`config.mk`:
```
export PLATFORM = sky130hd
export DESIGN_NAME = seg7_scan_ctrl
export DESIGN_NICKNAME = d
export VERILOG_FILES = /design/src/rtl/seg7_scan_ctrl_pkg.sv /design/src/rtl/seg7_frame_buf.sv /design/src/rtl/seg7_scan_ctrl.sv
export SDC_FILE = /design/constraint.sdc
export NUM_CORES = 1
export LEC_CHECK = 0
export ABC_AREA = 1
export ABC_CLOCK_PERIOD_IN_PS = 2000
export CAP_MARGIN = 20
export CORE_UTILIZATION = 40
export CTS_CLUSTER_DIAMETER = 40
export DETAILED_ROUTE_END_ITERATION = 12
export HOLD_SLACK_MARGIN = 0.03
export PLACE_DENSITY = 0.69
export SETUP_SLACK_MARGIN = 0.1
export SLEW_MARGIN = 40
export SYNTH_ARGS = -nofsm -noshare
export SYNTH_HDL_FRONTEND = slang
export SYNTH_SLANG_ARGS = --single-unit
```
`constraint.sdc`:
```
create_clock -name clk -period 2 [get_ports clk]
set_input_delay 0.6 -clock clk [delete_from_list [all_inputs] [get_ports clk]]
set_output_delay 0.6 -clock clk [all_outputs]
set_load 0.1 [all_outputs]
```
`src/rtl/seg7_scan_ctrl_pkg.sv`:
```
// Shared segment patterns and scan FSM state encoding for the 7-segment scan controller.
package seg7_scan_ctrl_pkg;

  localparam logic [7:0] SEG_0     = 8'hFC;
  localparam logic [7:0] SEG_1     = 8'h60;
  localparam logic [7:0] SEG_2     = 8'hDA;
  localparam logic [7:0] SEG_3     = 8'hF2;
  localparam logic [7:0] SEG_4     = 8'h66;
  localparam logic [7:0] SEG_5     = 8'hB6;
  localparam logic [7:0] SEG_6     = 8'hBE;
  localparam logic [7:0] SEG_7     = 8'hE0;
  localparam logic [7:0] SEG_8     = 8'hFE;
  localparam logic [7:0] SEG_9     = 8'hE6;
  localparam logic [7:0] SEG_BLANK = 8'h00;

  typedef enum logic [1:0] {
    ST_IDLE  = 2'd0,
    ST_BLANK = 2'd1,
    ST_SHOW  = 2'd2
  } state_e;

endpackage

```
`src/rtl/seg7_frame_buf.sv`:
```
// Pending/shadow frame registers with valid/ready intake; shadow is replaced only on a load strobe.
module seg7_frame_buf
  import seg7_scan_ctrl_pkg::*;
#(
  parameter int unsigned NUM_DIGITS = 3
) (
  input  logic                    clk,
  input  logic                    rst,
  input  logic [8*NUM_DIGITS-1:0] seg_in,
  input  logic                    upd_valid,
  output logic                    upd_ready,
  input  logic                    load,
  output logic [8*NUM_DIGITS-1:0] shadow_d
);

  logic [8*NUM_DIGITS-1:0] pending_q, pending_d;
  logic [8*NUM_DIGITS-1:0] shadow_q;
  logic                    pending_full_q, pending_full_d;

  assign upd_ready = ~pending_full_q;

  // Intake is blocked while full, so a load and a transfer never coincide.
  always_comb begin
    pending_d      = pending_q;
    pending_full_d = pending_full_q;
    shadow_d       = shadow_q;
    if (load && pending_full_q) begin
      shadow_d       = pending_q;
      pending_full_d = 1'b0;
    end else if (upd_valid && !pending_full_q) begin
      pending_d      = seg_in;
      pending_full_d = 1'b1;
    end
  end

  always_ff @(posedge clk) begin
    if (!rst) begin
      pending_q      <= '0;
      pending_full_q <= 1'b0;
      shadow_q       <= {NUM_DIGITS{SEG_0}};
    end else begin
      pending_q      <= pending_d;
      pending_full_q <= pending_full_d;
      shadow_q       <= shadow_d;
    end
  end

endmodule

```
`src/rtl/seg7_scan_ctrl.sv`:
```
// Time-multiplexed 7-segment scan controller with blanking dead-time and tear-free frame updates.
module seg7_scan_ctrl
  import seg7_scan_ctrl_pkg::*;
#(
  parameter int unsigned NUM_DIGITS   = 3,
  parameter int unsigned DWELL_CYCLES = 1000,
  parameter int unsigned BLANK_CYCLES = 50,
  parameter bit          DIG_ACT_LOW  = 1'b1
) (
  input  logic                    clk,
  input  logic                    rst,
  input  logic                    en,
  input  logic [8*NUM_DIGITS-1:0] seg_in,
  input  logic                    upd_valid,
  output logic                    upd_ready,
  output logic [7:0]              seg_out,
  output logic [NUM_DIGITS-1:0]   dig_sel,
  output logic                    frame_done
);

  localparam int unsigned TMAX = (DWELL_CYCLES > BLANK_CYCLES) ? DWELL_CYCLES : BLANK_CYCLES;
  localparam int unsigned TW   = $clog2(TMAX + 1);
  localparam int unsigned IW   = (NUM_DIGITS > 1) ? $clog2(NUM_DIGITS) : 1;

  localparam logic [TW-1:0] DWELL_LAST = TW'(DWELL_CYCLES - 1);
  localparam logic [TW-1:0] BLANK_LAST = TW'((BLANK_CYCLES > 0) ? BLANK_CYCLES - 1 : 0);
  localparam logic [IW-1:0] IDX_LAST   = IW'(NUM_DIGITS - 1);
  localparam state_e        SLOT_START = (BLANK_CYCLES > 0) ? ST_BLANK : ST_SHOW;

  state_e                  state_q, state_d;
  logic [IW-1:0]           idx_q, idx_d;
  logic [TW-1:0]           timer_q, timer_d;
  logic                    load;
  logic [8*NUM_DIGITS-1:0] shadow_d;

  logic [7:0]              seg_out_q, seg_out_d;
  logic [NUM_DIGITS-1:0]   dig_sel_q, dig_sel_d;
  logic                    frame_done_q, frame_done_d;
  logic [NUM_DIGITS-1:0]   dig_on;

  seg7_frame_buf #(
    .NUM_DIGITS(NUM_DIGITS)
  ) u_frame_buf (
    .clk      (clk),
    .rst      (rst),
    .seg_in   (seg_in),
    .upd_valid(upd_valid),
    .upd_ready(upd_ready),
    .load     (load),
    .shadow_d (shadow_d)
  );

  always_comb begin
    state_d = state_q;
    idx_d   = idx_q;
    timer_d = timer_q;
    load    = 1'b0;
    if (!en) begin
      state_d = ST_IDLE;
      idx_d   = '0;
      timer_d = '0;
    end else begin
      case (state_q)
        ST_IDLE: begin
          state_d = SLOT_START;
          idx_d   = '0;
          timer_d = '0;
          load    = 1'b1;
        end
        ST_BLANK: begin
          if (timer_q == BLANK_LAST) begin
            state_d = ST_SHOW;
            timer_d = '0;
          end else begin
            timer_d = timer_q + TW'(1);
          end
        end
        ST_SHOW: begin
          if (timer_q == DWELL_LAST) begin
            state_d = SLOT_START;
            timer_d = '0;
            if (idx_q == IDX_LAST) begin
              idx_d = '0;
              load  = 1'b1;
            end else begin
              idx_d = idx_q + IW'(1);
            end
          end else begin
            timer_d = timer_q + TW'(1);
          end
        end
        default: begin
          state_d = ST_IDLE;
          idx_d   = '0;
          timer_d = '0;
        end
      endcase
    end
  end

  // Outputs are decoded from next-cycle state and shadow so the registers match the state they accompany.
  always_comb begin
    seg_out_d    = SEG_BLANK;
    dig_on       = '0;
    frame_done_d = 1'b0;
    if (state_d == ST_SHOW) begin
      for (int unsigned k = 0; k < NUM_DIGITS; k++) begin
        if (idx_d == IW'(k)) begin
          dig_on[k] = 1'b1;
          seg_out_d = shadow_d[8*k +: 8];
        end
      end
      frame_done_d = (idx_d == IDX_LAST) && (timer_d == DWELL_LAST);
    end
    dig_sel_d = DIG_ACT_LOW ? ~dig_on : dig_on;
  end

  always_ff @(posedge clk) begin
    if (!rst) begin
      state_q      <= ST_IDLE;
      idx_q        <= '0;
      timer_q      <= '0;
      seg_out_q    <= SEG_BLANK;
      dig_sel_q    <= {NUM_DIGITS{DIG_ACT_LOW}};
      frame_done_q <= 1'b0;
    end else begin
      state_q      <= state_d;
      idx_q        <= idx_d;
      timer_q      <= timer_d;
      seg_out_q    <= seg_out_d;
      dig_sel_q    <= dig_sel_d;
      frame_done_q <= frame_done_d;
    end
  end

  assign seg_out    = seg_out_q;
  assign dig_sel    = dig_sel_q;
  assign frame_done = frame_done_q;

endmodule

```
# ---- Yosys cells after proc, flatten, opt, wreduce, memory -nomap -nowiden
# Index checks and enable logic that the tools add are counted.
dict set report totals {
  out_inout_bits 13
  register_bits 75
  elab_cells 57
}
dict set report classes {
  n_eq_ne 9
  add_sub_neg 2
  n_bitwise 4
  n_reduce_logical 9
  n_mux 24
}
# op count
set ops {}
lappend ops {{10-bit 2-to-1 mux} 3}
lappend ops {{24-bit 2-to-1 mux} 1}
lappend ops {{8-bit 2-to-1 mux} 3}
lappend ops {{10-bit == test (second input constant)} 2}
lappend ops {{10-bit case mux with 2 select lines} 1}
lappend ops {{2-bit 2-to-1 mux} 6}
lappend ops {{10-bit by 1-bit adder with 10-bit output (second input constant)} 1}
lappend ops {{10-bit by 6-bit == test with 1-bit output (second input constant)} 1}
lappend ops {{2-bit == test (second input constant)} 4}
lappend ops {{1-bit 2-to-1 mux} 6}
lappend ops {{2-bit case mux with 3 select lines} 1}
lappend ops {{2-bit by 1-bit == test with 1-bit output (second input constant)} 2}
lappend ops {{2-bit zero test} 2}
lappend ops {{2-bit case mux with 2 select lines} 1}
lappend ops {{2-bit AND reduction} 2}
lappend ops {{1-bit logical AND} 3}
lappend ops {{3-bit 2-to-1 mux} 1}
lappend ops {{1-bit NOT} 3}
lappend ops {{3-bit NOT} 1}
lappend ops {{2-bit by 1-bit adder with 2-bit output (second input constant)} 1}
lappend ops {{1-bit case mux with 2 select lines} 1}
lappend ops {{2-bit OR reduction} 1}
lappend ops {{1-bit zero test} 1}

# ---- Logic depth before layout (Yosys ltp)
# Gate-level depths: netlist of run 1.
dict set report logic_depth {
  word_depth 10
  ltp_mapped 14
}

# ---- Cells and area by module
# A second synthesis of run 1 with hierarchy kept.
dict set report hier_totals {
  hier_cells 515
  area_unflattened_um2 3621.0
}
# module cells_per_inst seq_area_each_um2 area_each_um2 n_inst
set modules_own_cells {}
lappend modules_own_cells {seg7_frame_buf 308 980.9 2125.8 1}
lappend modules_own_cells {seg7_scan_ctrl 207 520.5 1495.2 1}

# ---- Worst setup path after synthesis of run 1
# Ideal clock, no wire load.
dict set report synth_timing {
  path_kind {register to register}
  start {reg u_frame_buf.pending_full_q}
  end {reg u_frame_buf.pending_q[8]}
  t_arrival_ps 1802
  synth_period_minus_slack_ps 1867
  path_stages_with_launch 7
  path_slack_ps 133
  required_ps 1935
  cell_sequence {dfxtp_1 -> inv_1 -> nand2_1 -> inv_1 -> clkbuf_1 -> nor2_1 -> nor2_1}
}
dict set report synth_via {
  elab_chain_cells 3
  elab_cells_between_ends 5
  cone_classes {bitwise: 1; reduce/logical: 4}
}
# item line_no
set synth_rtl {}
lappend synth_rtl {{start, declared} seg7_frame_buf.sv:18} ;# logic pending_full_q, pending_full_d;
lappend synth_rtl {{start signal, assigned} seg7_frame_buf.sv:43} ;# pending_full_q <= pending_full_d;
lappend synth_rtl {{1-bit zero test or 1-bit logical AND (tied branches)} {seg7_frame_buf.sv:30, seg7_frame_buf.sv:27}}
lappend synth_rtl {{1-bit logical AND or 1-bit NOT (tied branches)} n/a}
lappend synth_rtl {{2-bit AND reduction (no line) (*)} n/a}
lappend synth_rtl {{end signal, assigned} seg7_frame_buf.sv:42} ;# pending_q <= pending_d;
lappend synth_rtl {{end, declared} seg7_frame_buf.sv:16} ;# logic [8*NUM_DIGITS-1:0] pending_q, pending_d;
# Every way passes the cells marked *; elsewhere a longest branch is shown, timed or not.
# A chain may end at the register's enable or synchronous reset.

# ---- Final worst setup path of run 1
dict set report layout_timing {
  start {reg timer_q[0]}
  end {reg seg_out_q[4] (netlist: seg_out[4])}
}
dict set report layout_via {
  elab_chain_cells 9
  elab_cells_between_ends 22
  cone_classes {eq/ne: 5; mux: 14; reduce/logical: 3}
}
# item line_no
set layout_rtl {}
lappend layout_rtl {{start, declared} seg7_scan_ctrl.sv:32} ;# logic [TW-1:0] timer_q, timer_d;
lappend layout_rtl {{start signal, assigned} seg7_scan_ctrl.sv:129} ;# timer_q <= timer_d;
lappend layout_rtl {{10-bit == test} seg7_scan_ctrl.sv:79} ;# if (timer_q == DWELL_LAST) begin
lappend layout_rtl {{1-bit 2-to-1 mux} seg7_scan_ctrl.sv:79}
lappend layout_rtl {{1-bit case mux with 2 select lines} seg7_scan_ctrl.sv:63} ;# case (state_q)
lappend layout_rtl {{1-bit 2-to-1 mux} seg7_scan_ctrl.sv:58} ;# if (!en) begin
lappend layout_rtl {{1-bit logical AND} seg7_frame_buf.sv:27} ;# if (load && pending_full_q) begin
lappend layout_rtl {{24-bit 2-to-1 mux} seg7_frame_buf.sv:27}
lappend layout_rtl {{8-bit 2-to-1 mux (3 in series)} seg7_scan_ctrl.sv:108} ;# if (idx_d == IW'(k)) begin
lappend layout_rtl {{end signal, assigned} seg7_scan_ctrl.sv:130} ;# seg_out_q <= seg_out_d;
lappend layout_rtl {{end, declared} seg7_scan_ctrl.sv:36} ;# logic [7:0] seg_out_q, seg_out_d;
# Several ways; a longest one is shown, not always the timed one.

==> key figures, run 1 <==
Power
  – Clock share of power: 38.4%
  – Sw Share: 25.7%
  – Comb pwr share: 11.3%
  – Power density over the cells: 745 nW/um^2
  – VDD IR max: 0.484 mV
  – Reg power frac: 50.3%
  – P_sw: 0.000816 W
  – Leakage: 1.89 nW
  – Int Pwr: 0.00236 W

Global routing
  – Largest net degree at the start of global routing: 44
  – GRT Overall Usage: 18.1%
  – Congestion Overflow GR: 0
  – First-pass GRT wire length: 11800 um
  – Antenna violations before repair: 0
  – Number of global-route vias before repair: 2758

Setup path
  – CP Class: reg2reg
  – Worst path required time: 2.25 ns
  – Startpoint types: flop
  – Maximum fanout along the worst path: 16
  – Critical Path AT: 2.04 ns
  – R2R depth: 10
  – Worst path bufs/invs: 0
  – Crit. End Element: flop
  – Delay of the slowest cell on the worst path: 0.38 ns
  – Crit path depth: 10
  – Slowest CP cell: dfxtp_4
  – Crit path max-delay family: simple AND/OR/NAND/NOR gates
  – Crit path cell chain: ha_4, nand2_2, nor2_4, nand3_4, nand2_4, nand2_2, nand2_4, nand3_4, o21ai_0, nor2_1

Floorplan
  – I/O pins: 41
  – Die H: 91.5 um
  – Core ar.: 7730 sq um
  – Initial core utilization: 41.5%
  – Std cell rows: 32
  – Die area: 8370 sq um
  – Die W: 91.5 um

Status
  – Outcome: finished clean

Clock tree
  – CTS Buf Count: 9
  – Root buffer cell: clkbuf_8
  – H-tree depth: 3
  – CTS tree: yes
  – CTS Sinks: 75
  – Clock transition at path regs: 0.09 ns
  – Clock Latency Late Sink: 0.36 ns
  – Clk buf depth: 2

Place
  – HPWL Detailed: 4960 um
  – I/O Buffers: 40
  – Final GP Congestion: 0.815
  – Place WS: -0.195 ns
  – Placed Area: 3990 sq um

Min path
  – Hold Path Cell Cnt: 2
  – HP Class: reg2reg

Yosys
  – Yosys reg bits: 75
  – Syn avg cell area: 7.38 sq um
  – Cell Area, Synth: 3200 sq um
  – Sequential area share after synthesis: 46.9%
  – Mapped Nets: 468
  – Cells after Synth: 434
  – Synth unique cells: 33
  – Syn. warnings: 0

Layout
  – Finished Core Util: 55.2%
  – Fraction of layout cells with a size suffix above 1: 17.1%
  – Most common cell after layout, fill and taps aside: nor2_1
  – Number of diodes: 0
  – Final nets: 532
  – Area growth from synthesis to layout: 33.2%
  – Commonest cells after routing, fill and taps aside: nor2_1 (99), nand2_1 (97), dfxtp_1 (72)
  – Fin area: 4270 sq um

Detailed routing
  – Drt first pass iters: 4
  – Final WL: 6910 um
  – DRC: 0
  – Vias: 2866
  – Initial DRC Count: 130
  – Vias/cell: 4.74
  – Routed length per instance: 11.4 um
  – Post-route antenna net violation count: 0

STA
  – Hold slack final: 0.456 ns
  – Slew margin rel.: 72.9%
  – Setup violations, final: 0
  – Total negative slack: 0 ns
  – RSZ-0062 raised after global routing: false
  – Tcrit/Tclk final: 89.7%
  – Final critical-path required period: 1.79 ns
  – Fin. max-slew vios: 0
  – Worst-Margin Slew: 0.406 ns
  – Final hold vios: 0
  – Final WS setup: 0.206 ns
  – Fmax: 558 MHz
  – Clock skew: 0.0131 ns

Job
  – Max-Cap Viols: 0
-- synthesized netlist by cell type --
cell type	instances	area [sq um]
nor3b_1	1	7.51
nand2_4	5	56.3
nand3b_1	2	15.0
a21oi_4	1	16.3
clkinv_1	3	11.3
nand3_2	2	20.0
inv_1	27	101
clkbuf_1	8	30.0
dfxtp_1	75	1500
clkbuf_2	1	5.00
buf_6	4	45.0
o21bai_1	1	7.51
buf_1	1	3.75
a31o_2	1	8.76
nand3_4	2	35.0
nand3_1	30	150
nor2_4	2	22.5
xor2_1	3	26.3
buf_2	1	5.00
nor3_1	1	5.00
ha_1	6	75.1
a21oi_1	6	30.0
o211ai_1	1	7.51
a211oi_1	1	7.51
xnor2_1	1	8.76
nand2_2	4	25.0
o21ai_0	31	155
nor2_1	101	379
nand2_1	99	372
nor2_2	1	6.26
a21o_1	1	7.51
o21ai_1	10	50.1
o22ai_1	1	6.26
-- final timing paths --
path,startpoint,endpoint,slack [ns]
worst max-delay path,timer_q[0],seg_out[4],0.21
worst min register to register,u_frame_buf.shadow_q[11],u_frame_buf.shadow_q[11],0.46
worst min-delay path,u_frame_buf.shadow_q[11],u_frame_buf.shadow_q[11],0.46
worst max register to register,timer_q[0],seg_out[4],0.21
-- metal layers --
| metal | vias up | part of all wire (%) | track usage, % |
|---|---|---|---|
| met4 | 0 | 2.6 | 9.26 |
| li1 | 1506 | - | - |
| met1 | 1300 | 45 | 19.8 |
| met2 | 44 | 49 | 31.9 |
| met3 | 16 | 3.1 | 4.69 |
| met5 | - | 0 | 0 |
-- worst min-delay path, cell delays in order, from the launching register on --
cell     delay (ns)
dfxtp_1        0.31
nand2_1        0.06
nand3_1        0.06
-- power groups by stage --
stage / Clock [W] / Combinational (W) / Sequential, W
6_report: 0.00122 / 0.000359 / 0.00160
5_1_grt: 0.00132 / 0.000406 / 0.00161
4_1_cts: 0.00125 / 0.000359 / 0.00160
3_5_place_dp: 0 / 0.000356 / 0.00164
3_3_place_gp: 0 / 0.000346 / 0.00163
2_1_floorplan: 0 / 0.000209 / 0.00162
-- area by class of cell --
type / instances / area, sq um
fillers: 746 / 3460
multi-input cells: 315 / 1540
clock inverters: 6 / 72.6
clock buffers: 10 / 138
inverters: 30 / 114
repair buffers: 67 / 771
flip-flops and latches: 75 / 1510
well taps: 102 / 128
-- logic make-up after synthesis --
logic type	share of synthesized area (%)
AO/OA/AOI/OAI	9.26
buffers and inverters	6.29
adder cells (fa/ha/maj)	2.34
flip-flops	46.9
XOR/XNOR	1.09
AND/OR/NAND/NOR	34.1
-- flip-flops by register name, summed over array words and instances (netlist names) --
register                    cells
u_frame_buf.shadow_q           24
seg_out                         8
timer_q                        10
dig_sel                         3
frame_done                      1
idx_q                           2
state_q                         2
u_frame_buf.pending_q          24
u_frame_buf.pending_full_q      1
-- timing repair --
item / 4_1_cts / 5_1_grt
buffers inserted: 0 / 2
gates resized for setup: 4 / 17
pin swaps: 0 / 4
hold buffers: 0 / 0
endpoints found under the hold margin: 0 / 0
gates cloned: 0 / 1
setup endpoints to repair: 7 / 12
-- per-stage QoR --
stage                     instances  power, W
final                           605   0.00318
after global routing            605   0.00333
after CTS                       602   0.00321
after detailed placement        586   0.00199
after global placement          586   0.00198
after floorplan                 434   0.00183
No activity file was read; power rests on OpenSTA's default activity.
==> inputs of run 2 (changes only) <==
CAP_MARGIN = default   (was 20)
GPL_TIMING_DRIVEN = 0   (was default)
SLEW_MARGIN = 10   (was 40)
==> run 2 against run 1 <==
Against the previous run: worst setup slack got worse by 0.025 ns; critical path depth fell by 9; cell count fell by 0.83%; clock skew fell by 0.0056 ns.
==> key figures, run 2 (synthesized netlist as in run 1, its figures left out) <==
Detailed routing
  – Vias: 2797
  – Initial DRC Count: 132
  – Met2 wire length: 3330 um
  – Metal3 WL: 290 um
  – Post-route antenna net violation count: 0
  – Max Used Layer: met4
  – Vias/cell: 4.66
  – DRC: 0
  – DRT met1 WL: 3070 um
  – Routed length per instance: 11.4 um
  – Final WL: 6860 um
  – Drt first pass iters: 4

Clock tree
  – Clock Latency Late Sink: 0.34 ns
  – Clock transition at path regs: 0.08 ns
  – CTS Sinks: 75
  – CTS tree: yes
  – CTS Buf Count: 9
  – Root buffer cell: clkbuf_8
  – H-tree depth: 3
  – Clk buf depth: 2
  – Hold buffer count at CTS: 0

STA
  – Total negative slack: 0 ns
  – Fin. max-slew vios: 0
  – Worst-Margin Slew: 0.550 ns
  – Final critical-path required period: 1.82 ns
  – Tcrit/Tclk final: 91.0%
  – Slew margin rel.: 63.5%
  – Clock skew: 0.00752 ns
  – Final WS setup: 0.181 ns
  – Setup violations, final: 0
  – Fmax: 550 MHz
  – RSZ-0062 raised after global routing: true
  – Final hold vios: 0

Place
  – Placed Area: 3720 sq um
  – I/O Buffers: 39
  – Place WS: -0.450 ns
  – Final GP Congestion: 0.856
  – HPWL Detailed: 5060 um

Layout
  – Most common cell after layout, fill and taps aside: nor2_1
  – Fraction of layout cells with a size suffix above 1: 15.9%
  – Commonest cells after routing, fill and taps aside: nor2_1 (100), nand2_1 (95), dfxtp_1 (71)
  – Area growth from synthesis to layout: 29.9%
  – Number of diodes: 0
  – Largest registers: u_frame_buf.pending_q: 24 flops, u_frame_buf.shadow_q: 24 flops, timer_q: 10 flops
  – Final nets: 527
  – Fin area: 4160 sq um

Global routing
  – GRT Overall Usage: 17.9%
  – Number of global-route vias before repair: 2718
  – Antenna violations before repair: 0
  – Largest net degree at the start of global routing: 14
  – First-pass GRT wire length: 11800 um
  – Congestion Overflow GR: 0

Setup path
  – Worst Setup SP: seg_out[5]
  – Worst path bufs/invs: 1
  – Slowest CP cell: clkdlybuf4s15_2
  – Delay of the slowest cell on the worst path: 0.55 ns
  – Startpoint types: flop
  – Crit path cell chain: clkdlybuf4s15_2
  – CP Class: reg2out
  – Crit. End Element: primary output
  – RR Startpoint: timer_q[0]
  – Crit path max-delay family: buffers and inverters
  – Critical Path AT: 1.22 ns
  – Maximum fanout along the worst path: 1
  – Worst path required time: 1.40 ns

Status
  – Outcome: finished clean

Power
  – Power density over the cells: 833 nW/um^2
  – VDD IR max: 0.409 mV
  – Leakage: 1.80 nW

Job
  – Max-Cap Viols: 0

Floorplan
  – I/O pins: 41
  – Initial core utilization: 41.5%
  – Core ar.: 7730 sq um
  – Std cell rows: 32
  – Die W: 91.5 um
  – Die H: 91.5 um
  – Die area: 8370 sq um

Min path
  – HP Class: reg2reg
  – Hold Startpoint: u_frame_buf.shadow_q[10]
-- run 2: power by group --
| part | total (W) | internal (W) | switching, W | leakage [nW] |
|---|---|---|---|---|
| logic | 0.000319 | 0.000134 | 0.000186 | 1.05 |
| clock network | 0.00155 | 0.000991 | 0.000558 | 0.133 |
| registers | 0.00160 | 0.00156 | 0.0000339 | 0.616 |
-- run 2: area by class of cell --
cell class	instances	area [sq um]
Buffer	15	96.3
Inverter	30	116
Fill cell	756	3570
Clock inverter	6	136
Timing Repair Buffer	47	473
Sequential cell	75	1510
Clock buffer	10	138
Tap cell	102	128
Multi-Input combinational cell	315	1570
-- run 2: through the flow --
stage,util [%],total power [W],hold WS (ns),instances
global route,53.9,0.00361,0.472,600
finish,53.9,0.00347,0.460,600
detailed placement,48.2,0.00195,0.438,575
global placement,48.2,0.00194,0.433,575
CTS,52.1,0.00349,0.457,591
floorplan,-,0.00183,0.424,434
-- run 2: worst paths after layout --
check / to / slack, ns / cells after the start
max reg2reg: seg_out[3] / 0.21 / 13
max: seg_out[5] / 0.18 / 1
min reg2reg: u_frame_buf.shadow_q[10] / 0.46 / 2
min: u_frame_buf.shadow_q[10] / 0.46 / 2
-- run 2: tightest hold or removal path, delay by kind of cell, from the launching register on --
kind	cells	cell delay (ns)
flops	1	0.31
simple gates	2	0.12
-- run 2: repair_timing --
| action | 4_1_cts | 5_1_grt |
|---|---|---|
| setup buffers | 0 | 7 |
| setup endpoints to repair | 24 | 23 |
| gates cloned | 0 | 2 |
| pin swaps | 0 | 11 |
| resized for setup | 45 | 25 |
-- run 2: metal layers --
metal,track usage (%),vias up
met3,4.69,10
met4,8.99,0
met5,0,-
met2,29.9,52
li1,-,1489
met1,21.0,1246
